[config.mk]
export PLATFORM = sky130hd
export DESIGN_NAME = result_bcd_display
export DESIGN_NICKNAME = d
export VERILOG_FILES = /design/src/rtl/result_bcd_display.sv
export SDC_FILE = /design/constraint.sdc
export NUM_CORES = 1
export LEC_CHECK = 0
export CORE_AREA = 2 2 85 54
export CTS_CLUSTER_DIAMETER = 120
export DETAILED_ROUTE_END_ITERATION = 6
export DIE_AREA = 0 0 87 56
export PLACE_DENSITY = 0.75
export SYNTH_ARGS = -nofsm -noshare
export SYNTH_HDL_FRONTEND = slang
export SYNTH_SLANG_ARGS = --single-unit
[constraint.sdc]
create_clock -name clk -period 3.8 [get_ports clk]
set_input_delay 0.95 -clock clk [delete_from_list [all_inputs] [get_ports clk]]
set_output_delay 0.95 -clock clk [all_outputs]
set_load 0.02 [all_outputs]
[src/rtl/result_bcd_display.sv]
// ---------------------------------------------------------------------------
// result_bcd_display
//
// Output stage behind the 8-bit adder/subtractor.
//
// On a start pulse it captures the result and the overflow flag. It then
// converts the result to a sign flag plus three BCD digits, using a
// shift-add-3 (double-dabble) engine that handles one bit per clock. The
// finished digits are held in registers for the 7-segment driver.
//
// Parameters
//   SIGNED   1: s is two's complement (-128..127)
//            0: s is unsigned (0..255)
//
// Ports
//   clk       in   system clock, rising edge
//   rst       in   synchronous reset, active-high
//   start     in   conversion request, sampled only in IDLE
//   s[7:0]    in   adder result, sampled on the accepting edge
//   overflow  in   adder overflow flag, sampled together with s
//   busy      out  high while a conversion is running (SHIFT or DONE)
//   done      out  one-cycle pulse; the digits are valid from this cycle on
//   sign      out  1 = negative result (always 0 when SIGNED=0)
//   err       out  overflow flag that belongs to the displayed result
//   hundreds  out  BCD hundreds digit, 0..2
//   tens      out  BCD tens digit, 0..9
//   ones      out  BCD ones digit, 0..9
// ---------------------------------------------------------------------------
module result_bcd_display #(
   parameter bit SIGNED = 1'b1
) (
   input  logic       clk,
   input  logic       rst,
   input  logic       start,
   input  logic [7:0] s,
   input  logic       overflow,
   output logic       busy,
   output logic       done,
   output logic       sign,
   output logic       err,
   output logic [3:0] hundreds,
   output logic [3:0] tens,
   output logic [3:0] ones
);

   typedef enum logic [1:0] {
      ST_IDLE  = 2'd0,
      ST_SHIFT = 2'd1,
      ST_DONE  = 2'd2
   } state_t;

   state_t      state_q, state_d;
   logic [7:0]  mag_q, mag_d;     // magnitude, shifted out MSB first
   logic        neg_q, neg_d;     // captured sign of the running conversion
   logic        ovf_q, ovf_d;     // captured overflow of the running conversion
   logic [11:0] bcd_q, bcd_d;     // BCD scratch register
   logic [2:0]  cnt_q, cnt_d;     // shift counter
   logic        sign_q, sign_d;
   logic        err_q, err_d;
   logic [3:0]  hund_q, hund_d;
   logic [3:0]  tens_q, tens_d;
   logic [3:0]  ones_q, ones_d;

   // Combinational results for one double-dabble step.
   logic [11:0] bcd_adj;
   logic [19:0] shift_val;
   logic        in_neg;
   logic [7:0]  in_mag;

   // Add 3 to every nibble that is >= 5. All three nibbles are corrected
   // in parallel, before the shift.
   for (genvar gi = 0; gi < 3; gi++) begin : g_adj
      assign bcd_adj[gi*4 +: 4] = (bcd_q[gi*4 +: 4] >= 4'd5) ?
                                  bcd_q[gi*4 +: 4] + 4'd3 :
                                  bcd_q[gi*4 +: 4];
   end

   // Shift {bcd, magnitude} left by one. The top bit of the corrected BCD
   // is always 0, because the largest value we handle is 255.
   assign shift_val = {bcd_adj[10:0], mag_q, 1'b0};

   // Negating 0x80 gives 0x80. Read as unsigned, that is 128, which is the
   // correct magnitude.
   assign in_neg = SIGNED && s[7];
   assign in_mag = in_neg ? (~s + 8'd1) : s;

   always_comb begin
      state_d = state_q;
      mag_d   = mag_q;
      neg_d   = neg_q;
      ovf_d   = ovf_q;
      bcd_d   = bcd_q;
      cnt_d   = cnt_q;
      sign_d  = sign_q;
      err_d   = err_q;
      hund_d  = hund_q;
      tens_d  = tens_q;
      ones_d  = ones_q;

      unique case (state_q)
         ST_IDLE: begin
            if (start) begin
               mag_d   = in_mag;
               neg_d   = in_neg;
               ovf_d   = overflow;
               bcd_d   = 12'd0;
               cnt_d   = 3'd0;
               state_d = ST_SHIFT;
            end
         end
         ST_SHIFT: begin
            bcd_d = shift_val[19:8];
            mag_d = shift_val[7:0];
            cnt_d = cnt_q + 3'd1;
            // On the last shift, load the displayed digits straight from
            // the shifter output. The outputs never show partial values.
            if (cnt_q == 3'd7) begin
               hund_d  = shift_val[19:16];
               tens_d  = shift_val[15:12];
               ones_d  = shift_val[11:8];
               sign_d  = neg_q;
               err_d   = ovf_q;
               state_d = ST_DONE;
            end
         end
         ST_DONE: begin
            state_d = ST_IDLE;
         end
         default: begin
            state_d = ST_IDLE;
         end
      endcase
   end

   always_ff @(posedge clk) begin
      if (rst) begin
         state_q <= ST_IDLE;
         mag_q   <= 8'd0;
         neg_q   <= 1'b0;
         ovf_q   <= 1'b0;
         bcd_q   <= 12'd0;
         cnt_q   <= 3'd0;
         sign_q  <= 1'b0;
         err_q   <= 1'b0;
         hund_q  <= 4'd0;
         tens_q  <= 4'd0;
         ones_q  <= 4'd0;
      end else begin
         state_q <= state_d;
         mag_q   <= mag_d;
         neg_q   <= neg_d;
         ovf_q   <= ovf_d;
         bcd_q   <= bcd_d;
         cnt_q   <= cnt_d;
         sign_q  <= sign_d;
         err_q   <= err_d;
         hund_q  <= hund_d;
         tens_q  <= tens_d;
         ones_q  <= ones_d;
      end
   end

   assign busy     = (state_q != ST_IDLE);
   assign done     = (state_q == ST_DONE);
   assign sign     = sign_q;
   assign err      = err_q;
   assign hundreds = hund_q;
   assign tens     = tens_q;
   assign ones     = ones_q;

endmodule

==> results.py <==
metrics = {
    "synthesis": {
        "synth_top_area_share_pct": 41.2,
        "yosys.area_share.simple_pct": 23.9,
        "avgSynthCellArea_sq_um": 8.51,
        "synth_cell_types": 40,
        "synth-compound-area-share_pct": 17.4,
        "synth_edf_count": 0,
        "yosysSeqAreaShare_pct": 41.2,
        "async_flop_share_pct": 0,
        "synth_top_family_by_area": "simple AND/OR/NAND/NOR gates",
        "synth-xor-area-share_pct": 3.08,
        "syn_area_sq_um": 1990,
        "synthAdderAreaFrac_pct": 5.66,
        "synth.ff_latch_count": 41,
        "synthMuxAreaShare_pct": 2.20,
        "synth_nets": 255,
        "yosys.area.top_type": "dfxtp_1",
        "synth_area_leaders": "dfxtp_1 41%, ha_1 5.7%, a21oi_1 5.0%",
        "yosysWarnings": 0,
        "synth-main-ff-cell": "dfxtp_1",
        "synth_cells": 234,
    },
    "sta": {
        "worst_pin_slew_ns": 0.594,
        "min_period_over_period_pct": 64.3,
        "setup_viol": 0,
        "period_needed_ns": 2.44,
        "drv_slew": 0,
        "fin_setup_tns_ns": 0,
        "fmax_mhz": 409,
        "slew_headroom_pct": 60.3,
        "setup_ws_ns": 1.36,
        "whs_ns": 0.453,
        "rsz0062_at_grt": "false",
        "fin_skew_ns": 0.00784,
        "hold_violations": 0,
    },
    "place": {
        "gp_congestion": 0.775,
        "dp_slack_ns": 1.21,
        "io_buffers": 27,
        "hpwl_um": 3090,
    },
    "power": {
        "combinationalPowerShare_pct": 10.7,
        "max-vdd-ir-drop_mv": 0.172,
        "clkPwrFrac_pct": 33.4,
        "share_seq_of_total_power_pct": 55.8,
        "report.power.total_mw": 0.798,
        "internal_power_mw": 0.598,
        "p_leak_nw": 0.844,
        "power.density_cell_area_nw_per_um2": 339,
        "power.switching_mw": 0.200,
        "swShare_pct": 25.1,
    },
    "detailed_routing": {
        "drt_first_iter_violations": 116,
        "detail_route.wl_per_cell_um": 14.1,
        "num_vias": 1730,
        "ant_nets": 0,
        "drcViolationCount": 0,
        "route.detailed.vias_per_inst": 5.62,
        "firstDrtPassIters": 6,
        "routed_wl_um": 4340,
    },
    "floorplan": {
        "start_util_pct": 49.4,
        "row_count": 18,
        "die_w_um": 87,
        "fp.dieH_um": 56,
        "core_area_sq_um": 4030,
        "io_pins": 28,
        "dieArea_sq_um": 4870,
    },
    "cts": {
        "path_clk_slew_ns": 0.08,
        "worstSkewPairLatency_ns": 0.29,
        "cts_tree": "yes",
        "hold_buffers": 0,
        "cts_sinks": 41,
        "clk_path_buf_depth": 2,
        "cts_resized": 0,
        "cts_setup_buffers": 0,
        "cts-root-buf": "clkbuf_8",
        "cts_htree_levels": 2,
        "cts_buffers": 5,
    },
    "global_route": {
        "grt_overflow_total": 0,
        "antenna_found_initial": 0,
        "grt_pass1_vias": 1551,
        "grt_usage_pct": 19.1,
        "grt_max_degree": 21,
        "grt_pass1_wl_um": 7380,
    },
    "setup_path": {
        "regToRegStartpoint": "state_q[0]",
        "worstPathArrival_ns": 1.49,
        "reg2reg_to": "tens[3]",
        "crit_end": "busy",
        "endpoint_kind": "primary output",
        "crit_type": "flop to primary output",
        "cp_max_fo": 6,
        "r2r_cells": 5,
        "cp-startpoint": "state_q[0]",
        "worstPathRequired_ns": 2.85,
        "start_kind": "flop",
        "rrSetupSlack_ns": 2.00,
    },
    "finish": {
        "drive_gt1_share_pct": 6.59,
        "diodes": 0,
        "nets": 280,
        "area_growth_pct": 18.2,
    },
    "hold_path": {
        "hold_path_depth": 2,
        "hold_path.class": "flop to flop",
    },
    "run_status": {
        "status": "complete, no violations",
    },
    "flow_run": {
        "drv_cap": 0,
    },
}
==> kinds of logic (layout without fill, tap and decap cells) <==
kind of cell,count (synthesis),in the layout
compound gates,58,58
xor+xnor,7,7
fa+ha+maj,9,9
buf+inv,27,51
flops,41,41
mux,4,4
simple gates,88,88
==> cells in the final DEF, fill, tap and decap left out, types with 2 or more instances in the layout <==
| master | instances |
|---|---|
| nor2_1 | 19 |
| a22oi_1 | 4 |
| nand2b_1 | 6 |
| nand2_1 | 18 |
| nor3b_1 | 4 |
| ha_1 | 9 |
| dfxtp_1 | 41 |
| a21oi_1 | 20 |
| clkdlybuf4s50_1 | 27 |
| nor3_1 | 11 |
| buf_4 | 5 |
| nand3b_1 | 12 |
| o21ai_0 | 20 |
| xor2_1 | 2 |
| nand3_1 | 6 |
| a222oi_1 | 3 |
| inv_1 | 13 |
| a211oi_1 | 3 |
| mux2_2 | 3 |
| and2_1 | 3 |
| o31ai_1 | 3 |
| clkbuf_8 | 5 |
| xnor2_1 | 5 |
==> metrics by stage <==
step | util, % | std cells | area, sq um
after floorplan | - | 234 | 1990
after global placement | 56.5 | 302 | 2280
after detailed placement | 56.5 | 302 | 2280
after CTS | 58.4 | 308 | 2350
after global routing | 58.4 | 308 | 2350
final | 58.4 | 308 | 2350
==> state kept, by name, indices dropped and copies added, names as in the netlist <==
signal and count:
sign 1, err 1, mag_q 8, tens 4, cnt_q 3, neg_q 1, bcd_q 12, hundreds 4
ones 4, state_q 2, ovf_q 1
==> area by class of cell <==
class	count	area, sq um
clock buffer	5	68.8
tap	50	62.6
inverter	13	48.8
multi-input combinational	166	1040
fill	380	1680
clock inverter	1	5.00
sequential	41	821
timing repair buffer	32	308
==> metal layers <==
layer  GRT usage, %  vias to the layer above  wire length, um
li1               -                      862                -
met4           6.03                        0               47
met2           27.6                       50             1760
met3           5.04                        7              271
met1           27.5                      811             2260
met5              0                        -                0
==> power by group through the flow <==
stage          Combinational (mW)  Sequential (mW)  Clock (mW)
2_1_floorplan              0.0573            0.453           0
3_3_place_gp               0.0832            0.455           0
3_5_place_dp               0.0845            0.455           0
4_1_cts                    0.0850            0.445       0.269
5_1_grt                    0.0944            0.447       0.284
6_report                   0.0855            0.445       0.267
==> worst min path at each step <==
stage	from	end	slack, ns
3_5_place_dp	ovf_q	err	0.44
5_1_grt	ones[0]	ones[0]	0.48
4_1_cts	err	err	0.46
3_3_place_gp	ovf_q	err	0.44
6_report	err	err	0.45
2_1_floorplan	ovf_q	err	0.43
==> synth_stat cells, types with 6 or more instances <==
cell type	instances
nor2_1	19
nand2_1	18
dfxtp_1	41
nand2b_1	6
clkbuf_1	7
o21ai_0	20
inv_1	13
a21oi_1	20
nor3_1	11
nand3b_1	12
ha_1	9
nand3_1	6
==> critical path, cell delays in order, from the launching register on <==
cell	delay [ns]
dfxtp_1	0.43
or2_4	0.17
clkdlybuf4s50_1	0.60
No activity file was read; power rests on OpenSTA's default activity.
